===== src/rtl/cfg_bus_arbiter_pkg.sv =====
// Shared definitions for the configuration bus master/arbiter: state encodings,
// notification codes and the reserved address.
package cfg_bus_arbiter_pkg;

    localparam int unsigned CFG_ADDR_W = 4;
    localparam int unsigned CFG_DATA_W = 14;
    localparam int unsigned TMO_W      = 8;

    typedef enum logic [1:0] {
        ST_IDLE  = 2'd0,
        ST_ISSUE = 2'd1,
        ST_DONE  = 2'd2,
        ST_FAIL  = 2'd3
    } state_e;

    localparam logic [3:0] NOTIF_OK   = 4'h1;
    localparam logic [3:0] NOTIF_RSVD = 4'hD;
    localparam logic [3:0] NOTIF_TMO  = 4'hE;
    localparam logic [3:0] RSVD_ADDR  = 4'hF;

endpackage


===== src/rtl/cfg_bus_arbiter_if.sv =====
// Requester and config-bus signals of the arbiter; master is the arbiter's view,
// slave is the view of the requesters and config slaves around it.
interface cfg_bus_arbiter_if #(
    parameter int unsigned N_REQ  = 2,
    parameter int unsigned N_SLV  = 3,
    parameter int unsigned ADDR_W = 4,
    parameter int unsigned DATA_W = 14
);
    logic [N_REQ-1:0]        req_valid;
    logic [N_REQ*ADDR_W-1:0] req_addr;
    logic [N_REQ*DATA_W-1:0] req_data;
    logic [N_REQ-1:0]        req_ack;
    logic [N_REQ-1:0]        req_err;
    logic                    c_valid;
    logic [ADDR_W-1:0]       c_addr;
    logic [DATA_W-1:0]       c_data;
    logic [N_SLV-1:0]        c_ready;
    logic [3:0]              notif;
    logic                    notif_valid;
    logic                    busy;

    modport master (
        input  req_valid, req_addr, req_data, c_ready,
        output req_ack, req_err, c_valid, c_addr, c_data, notif, notif_valid, busy
    );

    modport slave (
        output req_valid, req_addr, req_data, c_ready,
        input  req_ack, req_err, c_valid, c_addr, c_data, notif, notif_valid, busy
    );
endinterface


===== src/rtl/cfg_bus_arbiter_rr_arbiter.sv =====
// Combinational round-robin picker: search starts just above the last-grant pointer
// and wraps around, returning a one-hot grant and its index.
module rr_arbiter #(
    parameter int unsigned N_REQ = 2,
    parameter int unsigned IDX_W = 1
) (
    input  logic [N_REQ-1:0] req_i,
    input  logic [IDX_W-1:0] ptr_i,
    output logic [N_REQ-1:0] gnt_o,
    output logic [IDX_W-1:0] idx_o,
    output logic             any_o
);
    logic             hi_hit;
    logic             lo_hit;
    logic [IDX_W-1:0] hi_idx;
    logic [IDX_W-1:0] lo_idx;

    // Requests above the pointer take precedence over the wrapped-around ones.
    always_comb begin
        hi_hit = 1'b0;
        lo_hit = 1'b0;
        hi_idx = '0;
        lo_idx = '0;
        for (int unsigned j = 0; j < N_REQ; j++) begin
            if (req_i[j] && (j > 32'(ptr_i)) && !hi_hit) begin
                hi_hit = 1'b1;
                hi_idx = IDX_W'(j);
            end
            if (req_i[j] && (j <= 32'(ptr_i)) && !lo_hit) begin
                lo_hit = 1'b1;
                lo_idx = IDX_W'(j);
            end
        end
        any_o = hi_hit | lo_hit;
        idx_o = hi_hit ? hi_idx : lo_idx;
        gnt_o = any_o ? (N_REQ'(1) << idx_o) : '0;
    end
endmodule


===== src/rtl/cfg_bus_arbiter.sv =====
// Configuration bus master: round-robin arbitration of write requests, one bus
// write at a time with timeout, and completion/error notifications.
module cfg_bus_arbiter
    import cfg_bus_arbiter_pkg::*;
#(
    parameter int unsigned N_REQ   = 2,
    parameter int unsigned N_SLV   = 3,
    parameter int unsigned ADDR_W  = CFG_ADDR_W,
    parameter int unsigned DATA_W  = CFG_DATA_W,
    parameter int unsigned TIMEOUT = 255
) (
    input  logic clk,
    input  logic rst,
    cfg_bus_arbiter_if.master bus
);
    localparam int unsigned IDX_W = (N_REQ > 1) ? $clog2(N_REQ) : 1;

    state_e            state_q, state_d;
    logic [IDX_W-1:0]  ptr_q, ptr_d;
    logic [IDX_W-1:0]  gnt_q, gnt_d;
    logic [TMO_W-1:0]  cnt_q, cnt_d;
    logic [ADDR_W-1:0] c_addr_q, c_addr_d;
    logic [DATA_W-1:0] c_data_q, c_data_d;
    logic [3:0]        notif_q, notif_d;
    logic              c_valid_q, c_valid_d;
    logic              notif_valid_q, notif_valid_d;
    logic              busy_q, busy_d;
    logic [N_REQ-1:0]  req_ack_q, req_ack_d;
    logic [N_REQ-1:0]  req_err_q, req_err_d;

    logic [N_REQ-1:0]  rr_gnt;
    logic [IDX_W-1:0]  rr_idx;
    logic              rr_any;
    logic [ADDR_W-1:0] sel_addr;
    logic [DATA_W-1:0] sel_data;
    logic              bus_rdy;

    rr_arbiter #(
        .N_REQ (N_REQ),
        .IDX_W (IDX_W)
    ) u_rr (
        .req_i (bus.req_valid),
        .ptr_i (ptr_q),
        .gnt_o (rr_gnt),
        .idx_o (rr_idx),
        .any_o (rr_any)
    );

    assign bus_rdy = &bus.c_ready;

    // Payload of the winning requester.
    always_comb begin
        sel_addr = '0;
        sel_data = '0;
        for (int unsigned i = 0; i < N_REQ; i++) begin
            if (rr_gnt[i]) begin
                sel_addr = sel_addr | bus.req_addr[i*ADDR_W +: ADDR_W];
                sel_data = sel_data | bus.req_data[i*DATA_W +: DATA_W];
            end
        end
    end

    always_comb begin
        state_d  = state_q;
        ptr_d    = ptr_q;
        gnt_d    = gnt_q;
        cnt_d    = cnt_q;
        c_addr_d = c_addr_q;
        c_data_d = c_data_q;
        notif_d  = notif_q;

        unique case (state_q)
            ST_IDLE: begin
                if (rr_any && bus_rdy) begin
                    ptr_d    = rr_idx;
                    gnt_d    = rr_idx;
                    c_addr_d = sel_addr;
                    c_data_d = sel_data;
                    cnt_d    = '0;
                    if (sel_addr == ADDR_W'(RSVD_ADDR)) begin
                        state_d = ST_FAIL;
                        notif_d = NOTIF_RSVD;
                    end else begin
                        state_d = ST_ISSUE;
                    end
                end
            end
            // A handshake on the final allowed cycle still counts as a transfer.
            ST_ISSUE: begin
                if (bus_rdy) begin
                    state_d = ST_DONE;
                    notif_d = NOTIF_OK;
                end else if (cnt_q == TMO_W'(TIMEOUT - 1)) begin
                    state_d = ST_FAIL;
                    notif_d = NOTIF_TMO;
                end else begin
                    cnt_d = cnt_q + TMO_W'(1);
                end
            end
            ST_DONE: state_d = ST_IDLE;
            ST_FAIL: state_d = ST_IDLE;
            default: state_d = ST_IDLE;
        endcase

        c_valid_d     = (state_d == ST_ISSUE);
        busy_d        = (state_d != ST_IDLE);
        notif_valid_d = (state_d == ST_DONE) || (state_d == ST_FAIL);
        req_ack_d     = (state_d == ST_DONE) ? (N_REQ'(1) << gnt_d) : '0;
        req_err_d     = (state_d == ST_FAIL) ? (N_REQ'(1) << gnt_d) : '0;
    end

    always_ff @(posedge clk) begin
        if (rst) begin
            state_q       <= ST_IDLE;
            ptr_q         <= IDX_W'(N_REQ - 1);
            gnt_q         <= '0;
            cnt_q         <= '0;
            c_addr_q      <= '0;
            c_data_q      <= '0;
            notif_q       <= '0;
            c_valid_q     <= 1'b0;
            notif_valid_q <= 1'b0;
            busy_q        <= 1'b0;
            req_ack_q     <= '0;
            req_err_q     <= '0;
        end else begin
            state_q       <= state_d;
            ptr_q         <= ptr_d;
            gnt_q         <= gnt_d;
            cnt_q         <= cnt_d;
            c_addr_q      <= c_addr_d;
            c_data_q      <= c_data_d;
            notif_q       <= notif_d;
            c_valid_q     <= c_valid_d;
            notif_valid_q <= notif_valid_d;
            busy_q        <= busy_d;
            req_ack_q     <= req_ack_d;
            req_err_q     <= req_err_d;
        end
    end

    assign bus.c_valid     = c_valid_q;
    assign bus.c_addr      = c_addr_q;
    assign bus.c_data      = c_data_q;
    assign bus.notif       = notif_q;
    assign bus.notif_valid = notif_valid_q;
    assign bus.busy        = busy_q;
    assign bus.req_ack     = req_ack_q;
    assign bus.req_err     = req_err_q;
endmodule

===== src/flat_wrapper.sv =====
// flat-port wrapper written by rule: the top's interface ports become plain ports
module cfg_bus_arbiter_flat import cfg_bus_arbiter_pkg::*;
#(
    parameter int unsigned N_REQ   = 2,
    parameter int unsigned N_SLV   = 3,
    parameter int unsigned ADDR_W  = CFG_ADDR_W,
    parameter int unsigned DATA_W  = CFG_DATA_W,
    parameter int unsigned TIMEOUT = 255
)
  (clk, rst, bus_req_valid, bus_req_addr, bus_req_data, bus_c_ready, bus_req_ack, bus_req_err, bus_c_valid, bus_c_addr, bus_c_data, bus_notif, bus_notif_valid, bus_busy);
  cfg_bus_arbiter_if #(.N_REQ(N_REQ), .N_SLV(N_SLV), .ADDR_W(ADDR_W), .DATA_W(DATA_W)) bus_i ();
  input  logic clk;
  input  logic rst;
  input wire logic [$bits(bus_i.req_valid)-1:0] bus_req_valid;
  input wire logic [$bits(bus_i.req_addr)-1:0] bus_req_addr;
  input wire logic [$bits(bus_i.req_data)-1:0] bus_req_data;
  input wire logic [$bits(bus_i.c_ready)-1:0] bus_c_ready;
  output wire logic [$bits(bus_i.req_ack)-1:0] bus_req_ack;
  output wire logic [$bits(bus_i.req_err)-1:0] bus_req_err;
  output wire logic [$bits(bus_i.c_valid)-1:0] bus_c_valid;
  output wire logic [$bits(bus_i.c_addr)-1:0] bus_c_addr;
  output wire logic [$bits(bus_i.c_data)-1:0] bus_c_data;
  output wire logic [$bits(bus_i.notif)-1:0] bus_notif;
  output wire logic [$bits(bus_i.notif_valid)-1:0] bus_notif_valid;
  output wire logic [$bits(bus_i.busy)-1:0] bus_busy;
  assign bus_i.req_valid = bus_req_valid;
  assign bus_i.req_addr = bus_req_addr;
  assign bus_i.req_data = bus_req_data;
  assign bus_i.c_ready = bus_c_ready;
  assign bus_req_ack = bus_i.req_ack;
  assign bus_req_err = bus_i.req_err;
  assign bus_c_valid = bus_i.c_valid;
  assign bus_c_addr = bus_i.c_addr;
  assign bus_c_data = bus_i.c_data;
  assign bus_notif = bus_i.notif;
  assign bus_notif_valid = bus_i.notif_valid;
  assign bus_busy = bus_i.busy;
  cfg_bus_arbiter #(.N_REQ(N_REQ), .N_SLV(N_SLV), .ADDR_W(ADDR_W), .DATA_W(DATA_W), .TIMEOUT(TIMEOUT)) u_core (.clk(clk), .rst(rst), .bus(bus_i));
endmodule

===== config.mk =====
export PLATFORM = sky130hd
export DESIGN_NAME = cfg_bus_arbiter_flat
export DESIGN_NICKNAME = d
export VERILOG_FILES = /design/src/rtl/cfg_bus_arbiter_pkg.sv /design/src/rtl/cfg_bus_arbiter_if.sv /design/src/rtl/cfg_bus_arbiter_rr_arbiter.sv /design/src/rtl/cfg_bus_arbiter.sv /design/src/flat_wrapper.sv
export SDC_FILE = /design/constraint.sdc
export NUM_CORES = 1
export LEC_CHECK = 0
export ABC_AREA = 1
export BUFFER_PORTS_ARGS = -buffer_cell sky130_fd_sc_hd__buf_2
export CORE_MARGIN = 2
export CORE_UTILIZATION = 52
export DETAILED_ROUTE_END_ITERATION = 16
export PLACE_DENSITY = 0.85
export SYNTH_ARGS = -nofsm -noshare
export SYNTH_HDL_FRONTEND = slang
export SYNTH_HIERARCHICAL = 1
export SYNTH_SLANG_ARGS = --single-unit

===== constraint.sdc =====
create_clock -name clk -period 3.4 [get_ports clk]
set_input_delay 1.02 -clock clk [delete_from_list [all_inputs] [get_ports clk]]
set_output_delay 1.02 -clock clk [all_outputs]
set_load 0.01 [all_outputs]

==> flow_metrics.tcl, run 1 <==
set metrics [dict create \
    yosys.cell_count.top_type "nand2_1" \
    cts_tree "done" \
    core-area_um2 3363 \
    vias 1873 \
    path_max_fanout 5 \
    die_h_um 63.54 \
    slew_headroom_pct 62.22 \
    placed_area_um2 2210 \
    syn_area_um2 1843 \
    setup_violations 0 \
    crit_path_max_incr_delay_ns 0.42 \
    cts_buffer_depth 2 \
    viasPerCell 5.117 \
    finalWeightedCongestion 0.8797 \
    die_w_um 63.54 \
    cp-start-kind "primary input" \
    dp_cells 359 \
    hold_viol 0 \
    drt_iter0_drc 115 \
    yosysWarnings 6 \
    p_per_area_nw_per_um2 367.1 \
    max_freq_ghz 0.4593 \
    cts_buffers 5 \
    fin_crit_sh_pct 64.04 \
    ctsHoldBuffers 0 \
    fin_crit_ns 2.177 \
    synth.net_count 296 \
    rsz0062_at_grt "no" \
    grt.overflow.total 0 \
    ioPinCount 72 \
    synth_top_area_cell "dfxtp_1" \
    cts_htree_levels 2 \
    fin_area_um2 2256 \
    synth_top_cell_area_share_pct 43.45 \
    slew_violations 0 \
    worstPathRequired_ns 3.65 \
    post_drt_wl_per_cell_um 11.56 \
    p_leak_nw 1.057 \
    grt_pass1_wl_um 7203 \
    cts-resized-gates 0 \
    cts_setup_buffers 0 \
    peakVddDrop_mv 0.2252 \
    antenna_found_initial 0 \
    path_delay_family "simple AND/OR/NAND/NOR gates" \
    fin_cells 366 \
    async_flop_share_pct 0 \
    crit_chain "buf_2 -> a21boi_1 -> nand2_1 -> nand2_1 -> nand2_1 -> nor2_1 -> nand2_1 -> nand2_2 -> nand2_1 -> nand2_1 -> nor2_1" \
    max_cap_viol_count 0 \
    rows 21 \
    holdWs_ns 0.4911 \
    skew_ns 0.007435 \
    drt-total-wl_um 4231 \
    hold_path_class "reg2reg" \
    syn_to_final_growth_pct 22.40 \
    cp_num_buf_inv 1 \
    critPathKind "in2reg" \
    clkLatencyLatePin_ns 0.35 \
    ys_ff_latch 40 \
    die-area_um2 4037 \
    drive_gt1_share_pct 30.63 \
    crit_arrival_ns 2.43 \
    grt_pass1_vias 1722 \
    slowest_stage "a21boi_1" \
    grt_max_degree 23 \
    nNetsFinal 365 \
    synthTopCellsByCount "nand2_1, dfxtp_1, a31oi_1, nor2_1, o21ai_0" \
    clkTransAtPathRegs_ns 0.11 \
    synthCells 251 \
    worst_setup_path_end_kind "flop" \
    cts_root_buf "clkbuf_4" \
    avgSynthCellArea_um2 7.343 \
    synth_edf_count 0 \
    drc 0 \
    fin_total_pwr_uw 828.2 \
    outcome "complete, no violations" \
    clock_sinks 40 \
    initial_core_util_pct 54.80 \
    postRouteAntennaNets 0 \
    ys_top_cells_by_area "dfxtp_1, nand2_1, a31oi_1" \
    synth_flop_cell "dfxtp_1" \
    hpwl_um 3125 \
    synth_seq_area_share_pct 43.45 \
    synth_cell_types 28 \
    setup_tns_ns 0 \
    drt_first_pass_iters 4 \
    io_buffers 71 \
    diodes 0 \
    tightestPinTransition_ns 0.5660 \
    grt.total_usage_pct 22.61 \
    cp_common_cell "nand2_1" \
]
==> final cells by class <==
class,count,area [um2]
clock buffers,6,41.29
clock inverters,1,5.005
fillers,323,1107
inverters,14,52.55
multi-input cells,185,920.9
flip-flops and latches,40,800.8
well taps,46,57.56
repair buffers,74,377.9
==> worst paths after layout <==
| check | endpoint | start | cells after the start | slack [ns] |
|---|---|---|---|---|
| max | u_core/bus.notif[1] | bus_req_valid[1] | 11 | 1.22 |
| min | u_core/bus.notif[1] | u_core/bus.notif[1] | 2 | 0.49 |
| max reg2reg | u_core/bus.notif[1] | u_core/ptr_q | 11 | 1.59 |
| min reg2reg | u_core/bus.notif[1] | u_core/bus.notif[1] | 2 | 0.49 |
==> layout by cell type (no fill, tap or decap) <==
cell / instances
nand2_1: 80
buf_2: 71
dfxtp_1: 40
nor2_1: 19
a31oi_1: 19
o21ai_0: 18
inv_1: 12
a21oi_1: 11
nand3_1: 10
clkbuf_4: 5
nand2_2: 4
a21oi_2: 4
nor2_4: 3
buf_4: 3
nor2_2: 2
inv_2: 2
nand2_4: 2
o21bai_1: 2
ha_1: 2
a21boi_1: 2
clkbuf_1: 1
clkinv_2: 1
nand4_1: 1
o21ai_2: 1
o21ai_1: 1
xor2_1: 1
nor3b_1: 1
xnor2_1: 1
and3_1: 1
==> where the power goes <==
| part | total [mW] | internal, mW | switching (mW) |
|---|---|---|---|
| Clock | 0.225 | 0.0763 | 0.149 |
| Sequential | 0.490 | 0.482 | 0.00745 |
| Combinational | 0.113 | 0.0466 | 0.0668 |
| Total | 0.828 | 0.605 | 0.223 |
==> metrics by stage <==
stage          worst slack [ns]  utilization [%]
2_1_floorplan             1.361                -
3_3_place_gp             0.8579            65.70
3_5_place_dp             0.8480            65.70
4_1_cts                   1.243            67.08
5_1_grt                   1.073            67.08
6_report                  1.223            67.08
==> cells by family (layout without fill, tap and decap cells) <==
| kind of cell | count (synthesis) | count (layout) | share of synthesized area [%] |
|---|---|---|---|
| fa+ha+maj | 2 | 2 | 1.358 |
| xor+xnor | 2 | 2 | 0.9506 |
| compound gates | 58 | 58 | 18.60 |
| buf+inv | 26 | 95 | 6.585 |
| flops | 40 | 40 | 43.45 |
| simple gates | 123 | 123 | 29.06 |
==> flip-flops by register name, indices dropped and copies added (netlist names) <==
signal	count
u_core/bus.c_data	14
u_core/cnt_q	8
u_core/bus.c_addr	4
u_core/bus.notif	3
u_core/bus.req_ack	2
u_core/bus.req_err	2
u_core/state_q	2
u_core/bus.busy	1
u_core/bus.c_valid	1
u_core/bus.notif_valid	1
u_core/gnt_q	1
u_core/ptr_q	1
==> layer usage <==
| layer | vias to the layer above | global-route usage, % | routed length [um] |
|---|---|---|---|
| li1 | 961 | - | - |
| met1 | 831 | 26.17 | 1844 |
| met2 | 74 | 38.29 | 1961 |
| met3 | 7 | 7.857 | 359 |
| met4 | 0 | 8.424 | 65 |
| met5 | - | 0 | 0 |
==> worst reg2reg max path, delay by kind of cell, from the launching register on <==
kind                   cells  cell delay, ns
AND/OR/NAND/NOR            9            0.85
flip-flops                 1            0.41
buffers and inverters      1            0.08
AO/OA/AOI/OAI              1            0.38
No activity file was read; power rests on OpenSTA's default activity.
==> inputs of run 2 (changes only) <==
ABC_AREA = 0   (was 1)
CORE_UTILIZATION = 47   (was 52)
PLACE_DENSITY = 0.79   (was 0.85)
clock period = 2.05 ns   (was 3.4 ns; I/O delays follow)
==> run 2 against run 1 <==
Area after synthesis decreased by 8.6%; sequential power increased by 66%; global-route usage decreased by 3.0 points; register-to-register slack got worse by 1.3 ns; wire length decreased by 12%; final area decreased by 4.9%.
==> flow_metrics.tcl, run 2 <==
set metrics [dict create \
    synthCells 193 \
    n_fill_cell 296 \
    muxShareOfSynthArea_pct 2.452 \
    ctsHoldBuffers 0 \
    crit_chain "inv_1 -> a21boi_1 -> buf_4 -> a22o_1 -> nand4_1 -> o22ai_2 -> nand2_2 -> nor3_1" \
    core-area_um2 3390 \
    cts_root_buf "clkbuf_4" \
    nNetsFinal 311 \
    synth_seq_area_share_pct 47.55 \
    crit_arrival_ns 2.01 \
    fin_ws_ns 0.3093 \
    synth_top_area_cell "dfxtp_1" \
    avgSynthCellArea_um2 8.726 \
    peakVddDrop_mv 0.4096 \
    synth_flop_cell "dfxtp_1" \
    cts-resized-gates 0 \
    fin_total_pwr_mw 1.403 \
    antenna_found_initial 0 \
    rsz0062_at_grt "no" \
    seqPwrFrac_pct 57.8 \
    cts_tree "done" \
    slew_headroom_pct 70.49 \
    hold_viol 0 \
    synth_xor_area_share_pct 0 \
    rows 21 \
    drt_iter0_drc 63 \
    skew_ns 0.005141 \
    clock_sinks 40 \
    synth.net_count 238 \
    diodes 0 \
    synth_fa_ha_area_share_pct 1.486 \
    viasPerCell 5.147 \
    ys_top_cells_by_area "dfxtp_1, a221oi_1, nor2_1" \
    p_per_area_nw_per_um2 654.2 \
    initial_core_util_pct 49.69 \
    p_leak_nw 0.9777 \
    finalWeightedCongestion 0.7521 \
    crit_path_max_incr_delay_ns 0.38 \
    drive_gt1_share_pct 34.08 \
    cts_htree_levels 2 \
    syn_area_um2 1684 \
    slowest_stage "dfxtp_1" \
    synth_compound_area_share_pct 17.53 \
    worst_setup_path_end_kind "flop" \
    layout_commonest_cell "buf_2" \
    drt-total-wl_um 3732 \
    path_delay_family "compound AO/OA/AOI/OAI gates" \
    die_w_um 63.86 \
    drc 0 \
    clkPwrFrac_pct 29.1 \
    path_max_fanout 8 \
    cp_num_buf_inv 2 \
    post_drt_wl_per_cell_um 11.92 \
    cts_buffer_depth 2 \
    setup_violations 0 \
    power_frac_comb_pct 13.2 \
    hpwl_um 2847 \
    postRouteAntennaNets 0 \
    syn_to_final_growth_pct 27.34 \
    synth_edf_count 0 \
    synth_cell_types 35 \
    synth_simple_gate_area_share_pct 24.74 \
    clkTransAtPathRegs_ns 0.11 \
    synth_top_cell_area_share_pct 47.55 \
    slew_violations 0 \
    yosys.cell_count.top_type "dfxtp_1" \
    ioPinCount 72 \
    outcome "complete, no violations" \
    yosysWarnings 6 \
    tightestPinTransition_ns 0.4426 \
    grt_pass1_wl_um 6299 \
    sw_frac_of_total_pct 24.81 \
    worstPathRequired_ns 2.32 \
    max_cap_viol_count 0 \
    final_cell_mix "buf_2, dfxtp_1, nor2_1" \
    clkLatencyLatePin_ns 0.34 \
    async_flop_share_pct 0 \
    synth_top_family_by_area "simple AND/OR/NAND/NOR gates" \
    max_freq_ghz 0.5745 \
    grt.total_usage_pct 19.64 \
    internal_power_mw 1.055 \
    vias 1611 \
    cts_buffers 5 \
    grt_pass1_vias 1482 \
    grt.overflow.total 0 \
    cp-start-kind "flop" \
    grt_max_degree 23 \
    fin_crit_sh_pct 84.91 \
    cts_setup_buffers 0 \
    largest_register_ffs 14 \
    switching_power_uw 348.0 \
    hold_path_class "reg2reg" \
    die-area_um2 4078 \
    fin_crit_ns 1.741 \
    synthTopCellsByCount "dfxtp_1, nor2_1, nor3_1" \
    drt_first_pass_iters 4 \
    io_buffers 71 \
    critPathKind "reg2reg" \
    die_h_um 63.86 \
    pre_cts_ws_ns -0.01684 \
    ys_ff_latch 40 \
]
[run 2: cell count changes in the layout (fill, tap and decap cells not counted), moves of 7 or more]
cell,previous run,this run
o21ai_0,18,4
nand2_1,80,14
nor3_1,0,20
a31oi_1,19,0
a221oi_1,0,14
nand3_1,10,3
nor2_1,19,32
[run 2: path summary, 6_finish.rpt]
path	startpoint	end	slack (ns)	cells after the start
setup / recovery	u_core/ptr_q	u_core/bus.req_ack[0]	0.31	8
hold / removal	u_core/cnt_q[5]	u_core/cnt_q[5]	0.48	2
setup reg to reg	u_core/ptr_q	u_core/bus.req_ack[0]	0.31	8
hold reg to reg	u_core/cnt_q[5]	u_core/cnt_q[5]	0.48	2
[run 2: stage by stage]
step / util, % / instances / instance area (um2) / hold slack [ns] / setup TNS [ns]
final: 63.27 / 313 / 2145 / 0.4821 / 0
after global routing: 63.27 / 313 / 2145 / 0.4735 / 0
after CTS: 63.27 / 313 / 2145 / 0.4659 / 0
after detailed placement: 61.54 / 305 / 2086 / 0.4721 / -0.02535
after global placement: 61.54 / 305 / 2086 / 0.4604 / 0
after floorplan: - / 193 / 1684 / 0.4477 / 0
[run 2: cell families (layout without fill, tap and decap cells)]
group,count (synthesis),count (layout)
simple gates,87,87
compound gates,39,39
fa+ha+maj,2,2
mux,4,4
buf+inv,21,95
flops,40,40
[run 2: worst register-to-register path, delay by kind of cell, from the launching register on]
kind            cells  cell delay [ns]
buf+inv             2             0.22
simple gates        3             0.47
flops               1             0.38
compound gates      3             0.61
[run 2: final cells by class]
cell class                      instances  area [um2]  area share [%]
Clock buffer                            8       58.81           2.742
Inverter                                7       26.28           1.225
Multi-Input combinational cell        132       778.2           36.29
Sequential cell                        40       800.8           37.34
Tap cell                               46       57.56           2.684
Timing Repair Buffer                   80       422.9           19.72
[run 2: layer usage]
layer  GRT usage (%)  vias to the layer above  wire, um
met2           32.68                       54      1716
li1                -                      834         -
met4           7.337                        0        57
met5               0                        -         0
met3           6.338                        5       264
met1           23.52                      718      1693
[run 2: power groups by stage]
| stage | Sequential, mW | Clock [mW] | Combinational, mW |
|---|---|---|---|
| final | 0.811 | 0.408 | 0.185 |
| after global routing | 0.814 | 0.457 | 0.205 |
| after CTS | 0.811 | 0.422 | 0.186 |
| after detailed placement | 0.828 | 0 | 0.185 |
| after global placement | 0.828 | 0 | 0.183 |
| after floorplan | 0.838 | 0 | 0.0950 |
==> inputs of run 3 (changes only) <==
clock period = 1.75 ns   (was 2.05 ns; I/O delays follow)
==> run 3 against run 2 <==
Clock-buffer cell count fell by 1; sequential share of layout area fell by 1.4 points; sequential cell count did not move; worst setup slack got worse by 0.22 ns; fmax rose by 4.9%; combinational power rose by 26%; critical path type unchanged; largest power group unchanged; highest routed layer unchanged.
==> flow_metrics.tcl, run 3 (synthesized netlist as in run 2, its figures left out) <==
set metrics [dict create \
    worstPathRequired_ns 2.03 \
    setup_violations 0 \
    postRouteAntennaNets 0 \
    cp-start-kind "flop" \
    crit_path_max_incr_delay_ns 0.38 \
    grt.total_usage_pct 20.47 \
    clock_sinks 40 \
    max_cap_viol_count 0 \
    fin_crit_ns 1.659 \
    worstHoldStart "bus_req_data[16]" \
    tightestPinTransition_ns 0.3186 \
    critPathKind "reg2reg" \
    grt_pass1_vias 1598 \
    reg2reg_to "u_core/bus.req_ack[0]" \
    p_per_area_nw_per_um2 750.8 \
    path_max_fanout 7 \
    initial_core_util_pct 49.69 \
    hpwl_um 2999 \
    rsz0062_at_grt "yes" \
    fin_total_pwr_mw 1.677 \
    drt_first_pass_iters 4 \
    path_delay_family "compound AO/OA/AOI/OAI gates" \
    ioPinCount 72 \
    die_h_um 63.86 \
    core-area_um2 3390 \
    rows 21 \
    switching_power_uw 432.1 \
    skew_ns 0.006455 \
    min_delay_worst_endpoint "u_core/bus.c_data[2]" \
    post_drt_wl_per_cell_um 12.45 \
    reg2reg_slack_ns 0.09 \
    layout_commonest_cell "buf_2" \
    cts_buffers 5 \
    slowest_stage "dfxtp_2" \
    final_cell_mix "buf_2, dfxtp_1, nor2_1" \
    peakVddDrop_mv 0.5230 \
    fin_util_pct 65.89 \
    viasPerCell 5.287 \
    finalWeightedCongestion 0.7440 \
    sw_frac_of_total_pct 25.77 \
    reg2reg_depth 8 \
    clkPwrFrac_pct 29.4 \
    cts-resized-gates 0 \
    antenna_found_initial 0 \
    grt_max_degree 25 \
    ctsHoldBuffers 0 \
    clkLatencyLatePin_ns 0.34 \
    crit_chain "inv_2 -> a21boi_2 -> buf_4 -> a22o_1 -> nand4_1 -> o22ai_4 -> nand2_2 -> nor3_1" \
    internal_power_mw 1.245 \
    worst_setup_path_end_kind "flop" \
    power_frac_comb_pct 13.9 \
    placed_area_um2 2146 \
    r2r_start "u_core/ptr_q" \
    fin_crit_sh_pct 94.81 \
    largest_register_ffs 14 \
    vias 1697 \
    syn_to_final_growth_pct 32.62 \
    fin_area_um2 2233 \
    grt.overflow.total 0 \
    clkTransAtPathRegs_ns 0.11 \
    drive_gt1_share_pct 37.82 \
    cts_root_buf "clkbuf_4" \
    hold_path_class "in2reg" \
    max_freq_ghz 0.6027 \
    drt_iter0_drc 79 \
    io_buffers 71 \
    drc 0 \
    min_path_cells 3 \
    diodes 0 \
    die-area_um2 4078 \
    p_leak_nw 1.016 \
    hold_viol 0 \
    seqPwrFrac_pct 56.6 \
    cts_setup_buffers 0 \
    slew_violations 0 \
    grt_pass1_wl_um 6582 \
    cts_htree_levels 2 \
    cts_tree "done" \
    drt-total-wl_um 3997 \
    crit_arrival_ns 1.94 \
    cts_buffer_depth 2 \
    die_w_um 63.86 \
    cp_num_buf_inv 2 \
    nNetsFinal 319 \
    slew_headroom_pct 78.70 \
    outcome "complete, no violations" \
]
## run 3: cell types whose count changed in the layout (fill, tap and decap cells not counted), sizes merged
cell,previous run,this run
clkbuf,8,7
buf,80,88
clkinvlp,0,1
## run 3: layer usage
| metal | up-vias | part of all wire [%] | GRT usage [%] |
|---|---|---|---|
| met5 | - | 0 | 0 |
| met4 | 0 | 1.1 | 6.522 |
| met3 | 5 | 6.9 | 6.338 |
| met2 | 55 | 48 | 35.94 |
| met1 | 784 | 44 | 23.53 |
| li1 | 853 | - | - |
## run 3: worst register-to-register path, stage by stage (launching register included)
cell and delay (ns):
dfxtp_2 0.38, inv_2 0.04, a21boi_2 0.11, buf_4 0.14, a22o_1 0.16, nand4_1 0.19, o22ai_4 0.25, nand2_2 0.15
nor3_1 0.18
## run 3: worst max-delay path by stage
stage,startpoint,end,slack [ns],cells past startpoint
6_report,u_core/ptr_q,u_core/bus.req_ack[0],0.09,8
5_1_grt,u_core/ptr_q,u_core/bus.req_ack[0],-0.005,8
4_1_cts,u_core/ptr_q,u_core/bus.req_ack[1],0.0009,8
3_5_place_dp,bus_req_valid[0],u_core/bus.notif[1],-0.23,8
3_3_place_gp,bus_req_valid[1],u_core/bus.req_ack[0],-0.21,8
2_1_floorplan,bus_req_valid[0],u_core/bus.notif[1],0.04,7
## run 3: power by group through the flow
stage	sequential, mW	combinational, mW	clock (mW)
detailed placement	0.970	0.229	0
finish	0.949	0.234	0.494
CTS	0.949	0.230	0.510
floorplan	0.981	0.111	0
global placement	0.969	0.225	0
global route	0.953	0.260	0.548
## run 3: stage by stage
step | setup TNS (ns) | std cells | hold WS [ns] | worst slack (ns)
final | 0 | 321 | 0.4666 | 0.09079
after global routing | -0.008950 | 321 | 0.4750 | -0.004915
after CTS | 0 | 321 | 0.4561 | 0.0009008
after detailed placement | -4.505 | 313 | 0.4652 | -0.2252
after global placement | -3.171 | 313 | 0.4614 | -0.2059
after floorplan | 0 | 193 | 0.4477 | 0.03512
## run 3: cell type report
| class | count | area, um2 |
|---|---|---|
| inverters | 7 | 26.28 |
| multi-input cells | 132 | 802.0 |
| repair buffers | 88 | 483.0 |
| fillers | 294 | 1156 |
| well taps | 46 | 57.56 |
| clock inverters | 1 | 7.507 |
| flip-flops and latches | 40 | 802.0 |
| clock buffers | 7 | 55.05 |
